**src/rtl/rv32_pkg.sv**
```systemverilog
// rv32_pkg: shared widths and arbitration-port enum for the writeback arbiter.
package rv32_pkg;
  localparam int REG_W = 5;
  localparam int DATA_W = 32;
  typedef enum logic {PORT_A = 1'b0, PORT_B = 1'b1} port_e;
endpackage

```
**src/rtl/rv32_scoreboard.sv**
```systemverilog
// rv32_scoreboard: long-latency pending vector with set/clear and issue hazard detection.
module rv32_scoreboard
  import rv32_pkg::*;
(
  input  logic             clk,
  input  logic             reset_n,
  input  logic             issue_valid_i,
  input  logic             issue_long_i,
  input  logic [REG_W-1:0] rs1_i,
  input  logic [REG_W-1:0] rs2_i,
  input  logic [REG_W-1:0] rd_i,
  input  logic             clr_i,
  input  logic [REG_W-1:0] clr_rd_i,
  input  logic             wb_i,
  input  logic [REG_W-1:0] wb_rd_i,
  output logic             stall_o,
  output logic             busy_o
);
  logic [31:0] pending_q, pending_d, set_mask, clr_mask;
  logic busy_q, fwd_hit, set_en;
  always_comb begin
    // the register file reads synchronously, so a write leaving this cycle is not yet visible
    fwd_hit = wb_i && wb_rd_i != '0 && (wb_rd_i == rs1_i || wb_rd_i == rs2_i);
    stall_o = issue_valid_i && (pending_q[rs1_i] || pending_q[rs2_i] || pending_q[rd_i] || fwd_hit);
    set_en = issue_valid_i && !stall_o && issue_long_i && rd_i != '0;
    set_mask = set_en ? 32'd1 << rd_i : '0;
    clr_mask = clr_i ? 32'd1 << clr_rd_i : '0;
    pending_d = ((pending_q & ~clr_mask) | set_mask) & ~32'd1;
  end
  always_ff @(posedge clk or negedge reset_n) begin
    if (!reset_n) begin
      pending_q <= '0;
      busy_q <= 1'b0;
    end else begin
      pending_q <= pending_d;
      busy_q <= |pending_d;
    end
  end
  assign busy_o = busy_q;
endmodule

```
**src/rtl/rv32_wb_arbiter.sv**
```systemverilog
// rv32_wb_arbiter: round-robin writeback arbiter between the pipeline and a long-latency unit,
// with a registered register-file write port and issue scoreboard.
module rv32_wb_arbiter
  import rv32_pkg::*;
(
  input  logic              clk,
  input  logic              reset_n,
  input  logic              a_valid_in,
  input  logic [REG_W-1:0]  a_rd_in,
  input  logic [DATA_W-1:0] a_value_in,
  output logic              a_ready_out,
  input  logic              b_valid_in,
  input  logic [REG_W-1:0]  b_rd_in,
  input  logic [DATA_W-1:0] b_value_in,
  output logic              b_ready_out,
  input  logic              issue_valid_in,
  input  logic              issue_long_in,
  input  logic [REG_W-1:0]  issue_rs1_in,
  input  logic [REG_W-1:0]  issue_rs2_in,
  input  logic [REG_W-1:0]  issue_rd_in,
  output logic              stall_out,
  output logic [REG_W-1:0]  rd_out,
  output logic              rd_writeback_out,
  output logic [DATA_W-1:0] rd_value_out,
  output logic              busy_out
);
  port_e prio_q, prio_d;
  logic [REG_W-1:0] rd_q, rd_d;
  logic [DATA_W-1:0] value_q, value_d;
  logic wb_q, wb_d;
  always_comb begin
    a_ready_out = a_valid_in && (!b_valid_in || prio_q == PORT_A);
    b_ready_out = b_valid_in && !a_ready_out;
    // prio_q names the port that wins the next contended cycle
    prio_d = (a_valid_in && b_valid_in) ? (a_ready_out ? PORT_B : PORT_A) : prio_q;
    rd_d = a_ready_out ? a_rd_in : b_ready_out ? b_rd_in : rd_q;
    value_d = a_ready_out ? a_value_in : b_ready_out ? b_value_in : value_q;
    wb_d = (a_ready_out || b_ready_out) && rd_d != '0;
  end
  always_ff @(posedge clk or negedge reset_n) begin
    if (!reset_n) begin
      prio_q <= PORT_A;
      rd_q <= '0;
      value_q <= '0;
      wb_q <= 1'b0;
    end else begin
      prio_q <= prio_d;
      rd_q <= rd_d;
      value_q <= value_d;
      wb_q <= wb_d;
    end
  end
  rv32_scoreboard u_scoreboard (
    .clk          (clk),
    .reset_n      (reset_n),
    .issue_valid_i(issue_valid_in),
    .issue_long_i (issue_long_in),
    .rs1_i        (issue_rs1_in),
    .rs2_i        (issue_rs2_in),
    .rd_i         (issue_rd_in),
    .clr_i        (b_ready_out),
    .clr_rd_i     (b_rd_in),
    .wb_i         (wb_q),
    .wb_rd_i      (rd_q),
    .stall_o      (stall_out),
    .busy_o       (busy_out)
  );
  assign rd_out = rd_q;
  assign rd_value_out = value_q;
  assign rd_writeback_out = wb_q;
endmodule

```
**config.mk**
```make
export PLATFORM = sky130hd
export DESIGN_NAME = rv32_wb_arbiter
export DESIGN_NICKNAME = d
export VERILOG_FILES = /design/src/rtl/rv32_pkg.sv /design/src/rtl/rv32_scoreboard.sv /design/src/rtl/rv32_wb_arbiter.sv
export SDC_FILE = /design/constraint.sdc
export NUM_CORES = 1
export LEC_CHECK = 0
export CORE_UTILIZATION = 41
export DETAILED_ROUTE_END_ITERATION = 8
export PLACE_DENSITY_LB_ADDON = 0.2
export SYNTH_ARGS = -nofsm -noshare
export SYNTH_HDL_FRONTEND = slang
export SYNTH_HIERARCHICAL = 1
export SYNTH_SLANG_ARGS = --single-unit
```
**constraint.sdc**
```tcl
create_clock -name clk -period 5.78 [get_ports clk]
set_input_delay 1.156 -clock clk [delete_from_list [all_inputs] [get_ports clk]]
set_output_delay 1.156 -clock clk [all_outputs]
set_load 0.01 [all_outputs]
```
# Word level (Yosys, flattened, before mapping)
# Cells that the tools add are included.
[totals] ff_bits=71 inputBits=95 output_inout_bits=42 elab_cells=54
[classes] n_lt_le_gt_ge=3 eq_ne=2 n_shift=2 muxes=13 bitwise=4 n_reduce_logical=24
[op_table] cell="two-way mux 32 bit" n=4
[op_table] cell="<< shifter 1 x 5 -> 32 bit (first input constant)" n=2
[op_table] cell="bitwise AND 32 bit" n=1
[op_table] cell="inverter 32 bit" n=1
[op_table] cell="bitwise OR 32 bit" n=1
[op_table] cell="OR reduction 31 bit" n=1
[op_table] cell="less-than comparator 5 x 6 -> 1 bit (second input constant)" n=3
[op_table] cell="binary-select mux 1 bit (select 5 bit)" n=3
[op_table] cell="nonzero test 5 bit" n=3
[op_table] cell="equality test 5 bit" n=2
[op_table] cell="logical AND 1 bit" n=10
[op_table] cell="two-way mux 5 bit" n=2
[op_table] cell="logical OR 1 bit" n=6
[op_table] cell="two-way mux 1 bit" n=4
[op_table] cell="logical NOT 1 bit" n=3
[op_table] cell="nonzero test 2 bit" n=1
[op_table] cell="inverter 1 bit" n=1

# Logic depth before layout (Yosys ltp)
# Gate-level depths: netlist of run 1.
[depth] ltp_word=13 mapped_depth=11 depth_no_buf=10

# Modules after synthesis
# The synthesis of run 1 kept the hierarchy.
[by_module_without_submodules] mod="rv32_scoreboard" n_inst=1 cells_each=282 area_per_inst_um2=2692.6
[by_module_without_submodules] mod="rv32_wb_arbiter" n_inst=1 cells_each=184 area_per_inst_um2=1870.5

# Least setup slack after synthesis of run 1
# OpenSTA, ideal clock, no wires.
[synth_timing] kind="in2out" from="in issue_rs2_in[0]" to="out stall_out" arrival_ns=3.120 required_ns=4.624 setup_slack_ns=1.504 path_stages=8 path_cell_list="clkbuf_1 -> mux4_2 -> o2111ai_1 -> o211ai_1 -> or3_1 -> buf_6 -> buf_2 -> and2_1"
[synth_via] elab_chain_len=6
[synth_rtl] item="from (decl)" line_no="rv32_wb_arbiter.sv:19" rtl="input logic [REG_W-1:0] issue_rs2_in,"
[synth_rtl] item="binary-select mux 1 bit (select 5 bit)" line_no="rv32_scoreboard.sv:24" rtl="stall_o = issue_valid_i && (pending_q[rs1_i] || pending_q[rs2_i] || pending_q[rd_i] || fwd_hit);"
[synth_rtl] item="two-way mux 1 bit (not written as such)" line_no="rv32_scoreboard.sv:24"
[synth_rtl] item="logical OR 1 bit (2 in series)" line_no="rv32_scoreboard.sv:24"
[synth_rtl] item="logical OR 1 bit *" line_no="rv32_scoreboard.sv:24"
[synth_rtl] item="logical AND 1 bit *" line_no="rv32_scoreboard.sv:24"
[synth_rtl] item="to (decl)" line_no="rv32_wb_arbiter.sv:21" rtl="output logic stall_out,"
# Every way passes the cells marked *; elsewhere a longest branch is shown, timed or not. The select of a mux whose other input is x is not followed.

# Final worst setup path of run 1
[layout_timing] from="in issue_rs2_in[1]" to="out stall_out"
# Same word-level chain as after synthesis.

==> metrics, run 1 <==
status complete, no violations; most used cell along the critical path clkdlybuf4s50_1; 1st-pass router iterations 6; DP Area about 6000 um2; CP endpoint kind output pin; final antenna-violating net count 0; synthesized flop and latch total around 70; Die Y about 110 um; top cells by count, synth dfrtp_1, o21ai_0, mux2i_1; Skew-Pair Late Insertion Delay roughly 360 ps; Starting Density 0.421; Max IR drop VDD 0.219 mV; GRT Util Overall 0.270; Post-layout nets 683; IO buf count around 140; Area growth syn-to-layout 35.2%; ant diodes 0; design area approximately 6000 um2; Die W 107 um; hold_buf cts 0; final wirelength between 10 and 15 mm; row count 38; full die area ~12,000 um2; crit path kind input port to output pin; initial antenna violation count 0; Mapped Area roughly 4600 um2; fin crit period ~5400 ps; adder-cell area share of the yosys netlist 0; DR vias 4,329; Remaining DRCs 0; Post-CTS Setup Inserts 0; Least-Margin Pin Slew between 900 and 1000 ps; Inserted Clock Buffers 9; required time worst endpoint 4620 ps; RSZ-0062 raised after global routing false; Total Neg Setup Slack 0 ps; DP Wirelength 11.2 mm; xor/xnor cell area share of the yosys netlist 0.0211; ranking of synthesized cells by area dfrtp_1, mux2i_1, o21ai_0, mux4_2, nand2_1; WHS ~550 ps; Synth warnings 6; Synth top area share 0.389; initial detailed-routing violation count 397; most frequent cell after synthesis dfrtp_1; Slew HR 0.394; CTS root buffer clkbuf_8; Pleak 2.56 nW; Reg clk slew, reported paths around 80 ps; Fin. Hold Viols 0; Post-synth EDFFs 0; CTS Buffer Depth 2; CTS H-tree depth 3; sequential fraction of the synthesis area 0.389; multiplexer area fraction after synthesis 0.181; largest net degree at the start of global routing 72; final slew viol count 0; largest family of logic cells by synthesized area compound AO/OA/AOI/OAI gates; routed len/inst 20.4 um; Bufs and invs on worst path 2; vias in the first global route 4,303; final setup violating endpoints 0; grt ovf 0; Synth Instances approximately 470; CTS tree built; top cell type by total area after synthesis dfrtp_1; ys async rst share 1.00; max_cap viols 0; IO Count about 140; R2R Setup Slk between 2000 and 2500 ps; Avg Synthesized Cell Area around 9.8 um2; Final Cycle Share 0.933; core area around 11,000 um2; post-synthesis simple-gate area fraction 0.159; Top FF cell, synth dfrtp_1; Synth Net Count roughly 560; Clock Skews about 7.4 ps; post-synthesis compound-gate area fraction 0.196; CTS sink cnt 71; Worst setup SP type input port; GP Congestion around 0.97; vias per cell 5.91; worst stage delay on the critical path 730 ps; worst setup margin between 300 and 400 ps; Post-CTS Resized 0; Max Fclk 185 MHz; share of post-route cells with drive strength above 1 0.101; crit path DAT 4240 ps; Synth cell types 67; kind of cell adding the most delay to the critical path buffers and inverters; critical-path cell list clkdlybuf4s50_1, nor2b_1, a32o_1, o41ai_1, nand3_1, or3_1, and2_1, clkdlybuf4s50_1; CP max FO 13; HP Class flop to flop; first-pass GRT wire length 23.4 mm; pwr dens about 280 nW/um2; slowest CP cell clkdlybuf4s50_1; worst slack, placed 440 ps
[worst paths after layout]
| path | cells after the start | end | startpoint |
|---|---|---|---|
| max in group asynchronous | 2 | u_scoreboard/pending_q[23]$_DFF_PN0_ | reset_n |
| worst min register to register | 2 | rd_value_out[21]$_DFFE_PN0P_ | rd_value_out[21]$_DFFE_PN0P_ |
| worst min-delay path | 2 | rd_value_out[21]$_DFFE_PN0P_ | rd_value_out[21]$_DFFE_PN0P_ |
| min in group asynchronous | 2 | rd_value_out[26]$_DFFE_PN0P_ | reset_n |
| worst max register to register | 10 | u_scoreboard/busy_o$_DFF_PN0_ | prio_q$_DFFE_PN0P_ |
| worst max-delay path | 8 | stall_out | issue_rs2_in[1] |
[stage by stage]
| stage | std cells | utilization | power [mW] |
|---|---|---|---|
| 3_5_place_dp | 717 | 0.551 | 1.32 |
| 5_1_grt | 733 | 0.569 | 1.82 |
| 2_1_floorplan | 466 | - | 1.00 |
| 6_report | 733 | 0.569 | 1.72 |
| 3_3_place_gp | 717 | 0.551 | 1.31 |
| 4_1_cts | 733 | 0.569 | 1.73 |
[cell families (layout without fill, tap and decap cells)]
kind of cell,Yosys count,after routing
AOI/OAI and AO/OA,138,138
xor gates and xnor gates,11,11
buffers and inverters,46,173
DFF,71,71
muxes,68,68
and+or+nand+nor,132,132
[routing by layer]
layer	track usage	share of wire
met3	0.0811	0.080
met2	0.414	0.47
met5	0	0
met1	0.360	0.43
met4	0.0978	0.025
[flip-flops by register name, indices dropped and copies added, names as in the netlist]
signal and cells:
rd_writeback_out 1, rd_out 5, u_scoreboard/busy_o 1, rd_value_out 32, u_scoreboard/pending_q 31, prio_q 1
[area by class of cell]
cell class / count / area [um2]
Sequential cell: 71 / 1780
Multi-Input combinational cell: 349 / 2560
Clock inverter: 6 / 60.1
Fill cell: 942 / 4670
Timing Repair Buffer: 145 / 1420
Clock buffer: 10 / 138
Inverter: 12 / 45.0
Tap cell: 140 / 175
[tightest hold or removal path: stages, from the launching register on]
cell	delay, ps
dfrtp_1	340
mux2i_1	60
o21ai_1	110
[report_power, final]
part	internal [mW]	switching [mW]
registers	0.595	0.118
clock network	0.209	0.197
logic	0.321	0.282
[placed cells by master, fill, tap and decap left out, types with 4 or more instances in the layout]
master / netlist / layout
dfrtp_1: 71 / 71
clkdlybuf4s50_1: 0 / 134
nand3b_1: 7 / 7
nor3_1: 5 / 5
o21ai_0: 66 / 66
a21oi_1: 6 / 5
inv_1: 11 / 11
and2_1: 5 / 5
nand2_1: 49 / 49
xor2_1: 10 / 10
o41ai_1: 15 / 15
mux2i_1: 51 / 51
or4_1: 4 / 4
nand3_1: 10 / 10
or3b_1: 6 / 6
nor2_1: 5 / 5
buf_4: 4 / 9
o32ai_1: 4 / 4
nand2b_1: 11 / 11
mux4_2: 11 / 11
a22oi_1: 4 / 4
clkbuf_8: 0 / 10
nand4_1: 7 / 7
nor2b_1: 5 / 5
o21ai_1: 14 / 14
Note: power is estimated with default switching activity, not from simulation.
==> run 2: changes to the inputs <==
- HOLD_SLACK_MARGIN: not set -> 0.12
- TNS_END_PERCENT: not set -> 10
==> results of run 2 <==
Final layout, timing and power as in run 1 (identical DEF).
